File: src/rtl/dmem_arbiter.sv
// dmem_arbiter: shares one DataMemory between the CPU port (C) and the loader/debug port (L).
// One transaction at a time via IDLE/ACCESS/RESP; round-robin on ties; combinational stall to C.
//   Ports: CLK, resetl (async, active-low); c_* CPU port; l_* loader port; mem_* memory side.
module dmem_arbiter #(
  parameter int ADDR_W = 64,
  parameter int DATA_W = 64
) (
  input  logic              CLK,
  input  logic              resetl,
  input  logic              c_req,
  input  logic              c_we,
  input  logic [ADDR_W-1:0] c_addr,
  input  logic [DATA_W-1:0] c_wdata,
  output logic              c_ack,
  output logic              c_err,
  output logic [DATA_W-1:0] c_rdata,
  output logic              c_stall,
  input  logic              l_req,
  input  logic              l_we,
  input  logic [ADDR_W-1:0] l_addr,
  input  logic [DATA_W-1:0] l_wdata,
  output logic              l_ack,
  output logic              l_err,
  output logic [DATA_W-1:0] l_rdata,
  output logic [ADDR_W-1:0] mem_addr,
  output logic [DATA_W-1:0] mem_wdata,
  output logic              mem_read,
  output logic              mem_write,
  input  logic [DATA_W-1:0] mem_rdata
);

  typedef enum logic [1:0] {
    S_IDLE,
    S_ACCESS,
    S_RESP
  } state_t;

  localparam logic SEL_C = 1'b0;
  localparam logic SEL_L = 1'b1;

  state_t            r_state;
  state_t            w_next;
  logic              r_sel;
  logic              r_last;
  logic              r_we;
  logic              r_err;
  logic [ADDR_W-1:0] r_addr;
  logic [DATA_W-1:0] r_wdata;
  logic [DATA_W-1:0] r_c_rdata;
  logic [DATA_W-1:0] r_l_rdata;

  logic              w_grant;
  logic              w_gsel;
  logic              w_misal;
  logic              w_resp;

  assign w_misal = |r_addr[2:0];

  always_comb begin
    w_next    = r_state;
    w_grant   = 1'b0;
    w_gsel    = SEL_C;
    mem_read  = 1'b0;
    mem_write = 1'b0;
    unique case (r_state)
      S_IDLE: begin
        if (c_req | l_req) begin
          w_grant = 1'b1;
          // tie goes to whoever was not served last
          if (c_req & l_req) w_gsel = ~r_last;
          else               w_gsel = l_req;
          w_next = S_ACCESS;
        end
      end
      S_ACCESS: begin
        mem_read  = ~r_we & ~w_misal;
        mem_write =  r_we & ~w_misal;
        w_next    = S_RESP;
      end
      S_RESP:  w_next = S_IDLE;
      default: w_next = S_IDLE;
    endcase
  end

  always_ff @(posedge CLK or negedge resetl) begin
    if (!resetl) begin
      r_state   <= S_IDLE;
      r_sel     <= SEL_C;
      r_last    <= SEL_L;
      r_we      <= 1'b0;
      r_err     <= 1'b0;
      r_addr    <= '0;
      r_wdata   <= '0;
      r_c_rdata <= '0;
      r_l_rdata <= '0;
    end else begin
      r_state <= w_next;
      if (w_grant) begin
        r_sel   <= w_gsel;
        r_last  <= w_gsel;
        r_we    <= w_gsel ? l_we    : c_we;
        r_addr  <= w_gsel ? l_addr  : c_addr;
        r_wdata <= w_gsel ? l_wdata : c_wdata;
      end
      if (r_state == S_ACCESS) begin
        r_err <= w_misal;
        if (~r_we & ~w_misal) begin
          if (r_sel) r_l_rdata <= mem_rdata;
          else       r_c_rdata <= mem_rdata;
        end
      end
    end
  end

  assign w_resp    = (r_state == S_RESP);
  assign c_ack     = w_resp & ~r_sel;
  assign l_ack     = w_resp &  r_sel;
  assign c_err     = c_ack & r_err;
  assign l_err     = l_ack & r_err;
  assign c_stall   = c_req & ~c_ack;
  assign c_rdata   = r_c_rdata;
  assign l_rdata   = r_l_rdata;
  assign mem_addr  = r_addr;
  assign mem_wdata = r_wdata;

endmodule

File: config.mk
export PLATFORM = sky130hd
export DESIGN_NAME = dmem_arbiter
export DESIGN_NICKNAME = d
export VERILOG_FILES = /design/src/rtl/dmem_arbiter.sv
export SDC_FILE = /design/constraint.sdc
export NUM_CORES = 1
export LEC_CHECK = 0
export CAP_MARGIN = 20
export CORE_AREA = 2 2 232 234
export CTS_BUF_LIST = sky130_fd_sc_hd__clkbuf_8
export CTS_CLUSTER_DIAMETER = 60
export DETAILED_ROUTE_END_ITERATION = 10
export DIE_AREA = 0 0 234 236
export GPL_TIMING_DRIVEN = 0
export PLACE_DENSITY = 0.5
export SYNTH_ARGS = -nofsm -noshare
export SYNTH_HDL_FRONTEND = slang
export SYNTH_SLANG_ARGS = --single-unit
File: constraint.sdc
create_clock -name CLK -period 4 [get_ports CLK]
set_clock_uncertainty 0.05 [all_clocks]
set_input_delay 0.4 -clock CLK [delete_from_list [all_inputs] [get_ports CLK]]
set_output_delay 0.4 -clock CLK [all_outputs]
set_load 0.02 [all_outputs]
**Yosys cells after proc, flatten, opt, wreduce, memory -nomap -nowiden**

Cells that the tools add are included.

- Reductions and logical operators: 4
- Bitwise gates (word level): 14
- Multiplexer cells: 12
- Equal/unequal tests: 3

Operators with widths:

| cell | number |
|---|---|
| $mux W64 | 2 |
| $and A1 B1 Y1 | 8 |
| $mux W1 | 8 |
| $reduce_and A3 Y1 | 2 |
| $not A1 Y1 | 5 |
| $pmux W2 S2 | 1 |
| $reduce_or A3 Y1 | 1 |
| $eq A2 B1 Y1 const B | 1 |
| $eq A2 B2 Y1 const B | 1 |
| $logic_not A2 Y1 | 1 |
| $mux W2 | 1 |
| $ne A2 B2 Y1 const B | 1 |
| $or A1 B1 Y1 | 1 |

- Word-level logic and storage cells: 42
- Input bits: 326
- Output and inout bits: 263
- Register bits: 262

**Depth between registers and ports, before layout**

- Depth in word-level cells: 5
- Gate-level depth with buffers: 7
- Depth with buffers taken out: 3

**Worst setup path after synthesis**

No wires, ideal clock.

- Path kind: reg-to-reg
- From: reg r_addr[1], in the netlist mem_addr[1]
- To: reg r_l_rdata[10], in the netlist l_rdata[10]
- Cell stages (with the launch flop): 6
- Data arrival time: 1713 ps
- Path slack: 2110 ps
- Period minus slack after synthesis: 1890 ps
- Path through: dfrtp_1 -> nor3_1 -> and4b_1 -> buf_2 -> buf_4 -> mux2_1

- Word-level cells in the longest chain between the ends: 4

RTL lines:

| element | line | text |
|---|---|---|
| from (decl) | 47 | `logic [ADDR_W-1:0] r_addr;` |
| from (signal assigned) | 102 | `r_addr <= w_gsel ? l_addr : c_addr;` |
| $reduce_or A3 Y1 | 57 | `assign w_misal = \|r_addr[2:0];` |
| $not A1 Y1 | 107 | `if (~r_we & ~w_misal) begin` |
| $and A1 B1 Y1 | 107 |  |
| $reduce_and A3 Y1 (no source line) | -- |  |
| to (signal assigned) | 108 | `if (r_sel) r_l_rdata <= mem_rdata;` |
| to (decl) | 50 | `logic [DATA_W-1:0] r_l_rdata;` |

No other way between the ends.
A chain may end at the register's enable or synchronous reset.

**Worst setup path after layout**

- From: reg r_addr[1], in the netlist mem_addr[1]
- To: out mem_read

- Word-level cells in the longest chain between the ends: 4

RTL lines:

| element | line | text |
|---|---|---|
| $reduce_or A3 Y1 | 57 |  |
| $not A1 Y1 | 76 | `mem_read = ~r_we & ~w_misal;` |
| $and A1 B1 Y1 | 76 |  |
| $mux W1 | 65 | `unique case (r_state)` |
| to (decl) | 27 | `output logic mem_read,` |

No other way between the ends.

==> impl_results.md <==
- Critical Path Sink Type: output port
- Setup CP Type: reg -> out
- Port Buf Inserts: 588
- Per-cell routed wire length: 22.3 um
- Filler Cells Inserted: 5253
- Synthesized flop and latch total: 262
- Root Buffer: clkbuf_8
- Fmax: 316 MHz
- WL final: roughly 54000 um
- Avg Cell Area, Syn: about 12 um2
- Largest family of logic cells by synthesized area: compound AO/OA/AOI/OAI gates
- Number of nets in the layout: 2014
- R2R cell count: 5
- Die X-Extent: 234 um
- # hold bufs at CTS: 1
- FF+latch area: approximately 0.0066 mm2
- Peak VDD IR: around 0.00028 V
- Power Density: approximately 800 mW/mm2
- Hold Crit Class: in -> reg
- Worst R2R Start: r_last
- Row Count: 85
- Final Setup Violations: 0
- Yosys top cell area share: 0.523
- Clk slew on worst S/H paths: roughly 0.06 ns
- Pre-antenna DRT Iters: 4
- Synth Area in Simple Gates: 0.00862
- Hold depth: 2
- Grt total ovfl: 0
- Worst skew pair latency: 0.63 ns
- CP startpoint kind: register
- Worst path max stage delay: 0.72 ns
- Final core utilization: 0.384
- Post-route antenna net violation count: 0
- Crit path DAT: roughly 2.7 ns
- Lkg Pwr: approximately 9.1 nW
- Clock buffer depth: 3
- Initial antenna violation count: 5
- Tmin final: 3.16 ns
- CP top delay family: simple AND/OR/NAND/NOR gates
- I/O pins: 589
- Synth Area in XOR/XNOR: 0
- Fin Setup TNS: 0 ns
- Number of max-cap violations: 0
- Hold path start: l_wdata[23]
- Hold endpoint: mem_wdata[23]
- Placed cell areas: a little under 0.02 mm2
- Htree depth: 2
- Share of cells above drive strength 1: 0.0660
- Synth unique cells: 27
- Overall Global Routing Usage: 0.188
- Final GP Congestion: 0.814
- Crit-path slowest cell: clkdlybuf4s50_1
- FF-to-FF setup slack: 1.46 ns
- Final instance area: approximately 0.02 mm2
- Initial Utilization: 0.235
- CTS tree: built
- Cell taking the most area after synthesis: dfrtp_1
- Slew Viols, Final: 0
- Vias per inst: ~4.7
- RSZ-0062 raised after global routing: false
- Crit-path max FO: 4
- Drt initial violations: 455
- Detailed Place HPWL: 41100 um
- Synth Area in Adders: 0
- Fin cells: 2424
- Post-CTS setup buffer count: 0
- Outcome: finished clean
- First-pass GRT wire length: 78400 um
- Period utilisation layout: 0.791
- Die Y: 236 um
- Critical Path RT: 3.55 ns
- Cells after Synth: 1043
- Area delta synth->final: 63.1%
- Syn. warnings: 0
- Final Hold Fails: 0
- Reg2reg end: mem_wdata[20]
- Crit-path cells: nor3_1, nand2_1, nor2_1, clkdlybuf4s50_1
- Mux cell area share after synthesis: 0.115
- Inst Count DP: 2329
- Main area contributors after synthesis: dfrtp_1, mux2_1, a2111oi_0
- Multi-input logic area: about 0.0048 mm2
- Post-synthesis compound-gate area fraction: 0.261
- Post-synthesis sequential area ratio: 0.525
- Buf/Inv on CP: 1
- Slew @ Worst Pin: between 0.9 and 1 ns
- Cell Area, Synth: 0.0125 mm2
- Core area: roughly 0.053 mm2
- Residual DRC count: 0
- Post-cts sizing count: 0
- Mapped Nets: 1369
- Vias: 11400
- CTS Buf Count: 52
- Largest net degree at the start of global routing: 103
- Number of global-route vias before repair: around 12000
- Die area: 0.0552 mm2
- Clk sinks: between 200 and 300
- Rel. slew slack: 0.342
[worst max-delay path by stage]
stage	end	from	cells after the start
2_1_floorplan	l_rdata[10]	mem_addr[1]	5
3_3_place_gp	c_rdata[43]	resetl	1
3_5_place_dp	mem_wdata[0]	l_req	7
4_1_cts	mem_read	mem_addr[1]	4
5_1_grt	mem_read	mem_addr[1]	4
6_report	mem_read	mem_addr[1]	4
[layout by cell type, fill, tap and decap left out, drive strengths merged]
cell           Yosys  final
clkdlybuf4s50      0    587
dfrtp            261    261
inv              130    150
clkbuf            77    141
o21a             130    130
a2111oi          129    129
a211o            129    129
mux2             128    128
buf               37     40
clkinv             0      6
nor2               4      4
diode              0      2
nor2b              2      2
nand2              2      2
and2               2      2
and3               2      2
a21o               2      2
nor3               1      1
nor3b              1      1
and3b              1      1
or2                1      1
nand3              1      1
o21ai              1      1
and4b              1      1
bufinv             0      1
clkinvlp           0      1
dlygate4sd3        0      1
dfstp              1      1
[worst register-to-register path: stages, from the launching register on]
cell	delay, ns
dfstp_2	0.53
nand2_1	0.11
clkbuf_1	0.46
clkbuf_1	0.36
a2111oi_0	0.80
a211o_1	0.17
[Yosys cell counts]
cell,instances
and2_1,2
and3_1,2
buf_6,5
mux2_1,128
buf_4,9
a211o_1,129
inv_1,130
buf_2,9
nand3_2,1
and3b_1,1
dfstp_2,1
nor3_1,1
nor2_1,4
nand2_1,2
a21o_1,2
buf_8,10
buf_1,3
o21ai_1,1
or2_1,1
nor2b_1,2
clkbuf_1,77
and4b_1,1
nor3b_1,1
a2111oi_0,129
buf_12,1
o21a_1,130
dfrtp_1,261
[final cells by class]
| cell class | instances | area share |
|---|---|---|
| timing repair buffer | 591 | 0.292 |
| inverter | 130 | 0.0240 |
| sequential | 262 | 0.322 |
| multi-input combinational | 537 | 0.236 |
| clock buffer | 64 | 0.0432 |
| buffer | 114 | 0.0314 |
| clock inverter | 28 | 0.00823 |
| tap | 696 | 0.0428 |
| antenna | 2 | 0.000246 |
[flip-flops by register name, indices dropped and copies added (netlist names)]
signal / flops
mem_wdata: 64
r_state: 2
r_we: 1
mem_addr: 64
l_rdata: 64
r_last: 1
r_err: 1
r_sel: 1
c_rdata: 64
[routing by layer]
metal | global-route usage | wire (um) | share of wire
met5 | 0 | 41 | 0.00076
met4 | 0.0455 | 1110 | 0.021
met3 | 0.0771 | 5590 | 0.10
met2 | 0.320 | 25800 | 0.48
met1 | 0.219 | 21400 | 0.40
[where the power goes]
part / leakage, nW / internal (W) / switching, W / total (W)
sequential: 3.20 / 0.00400 / 0.000726 / 0.00473
clock: 0.606 / 0.00151 / 0.00125 / 0.00277
combinational: 5.26 / 0.00430 / 0.00443 / 0.00873
total: 9.06 / 0.00981 / 0.00641 / 0.0162
[per-stage QoR]
step | total power (W) | setup slack, ns | hold WS [ns]
global route | 0.0172 | 0.604 | 0.263
floorplan | 0.00923 | 2.11 | 0.0544
CTS | 0.0165 | 0.658 | 0.241
finish | 0.0162 | 0.836 | 0.309
global placement | 0.0135 | -9.99 | 0.416
detailed placement | 0.0136 | 0.655 | 0.377
[kinds of logic after synthesis]
group | after synthesis
mux | 128
buf+inv | 244
compound gates | 391
flops | 262
simple gates | 18
Note: power is estimated with default switching activity, not from simulation.
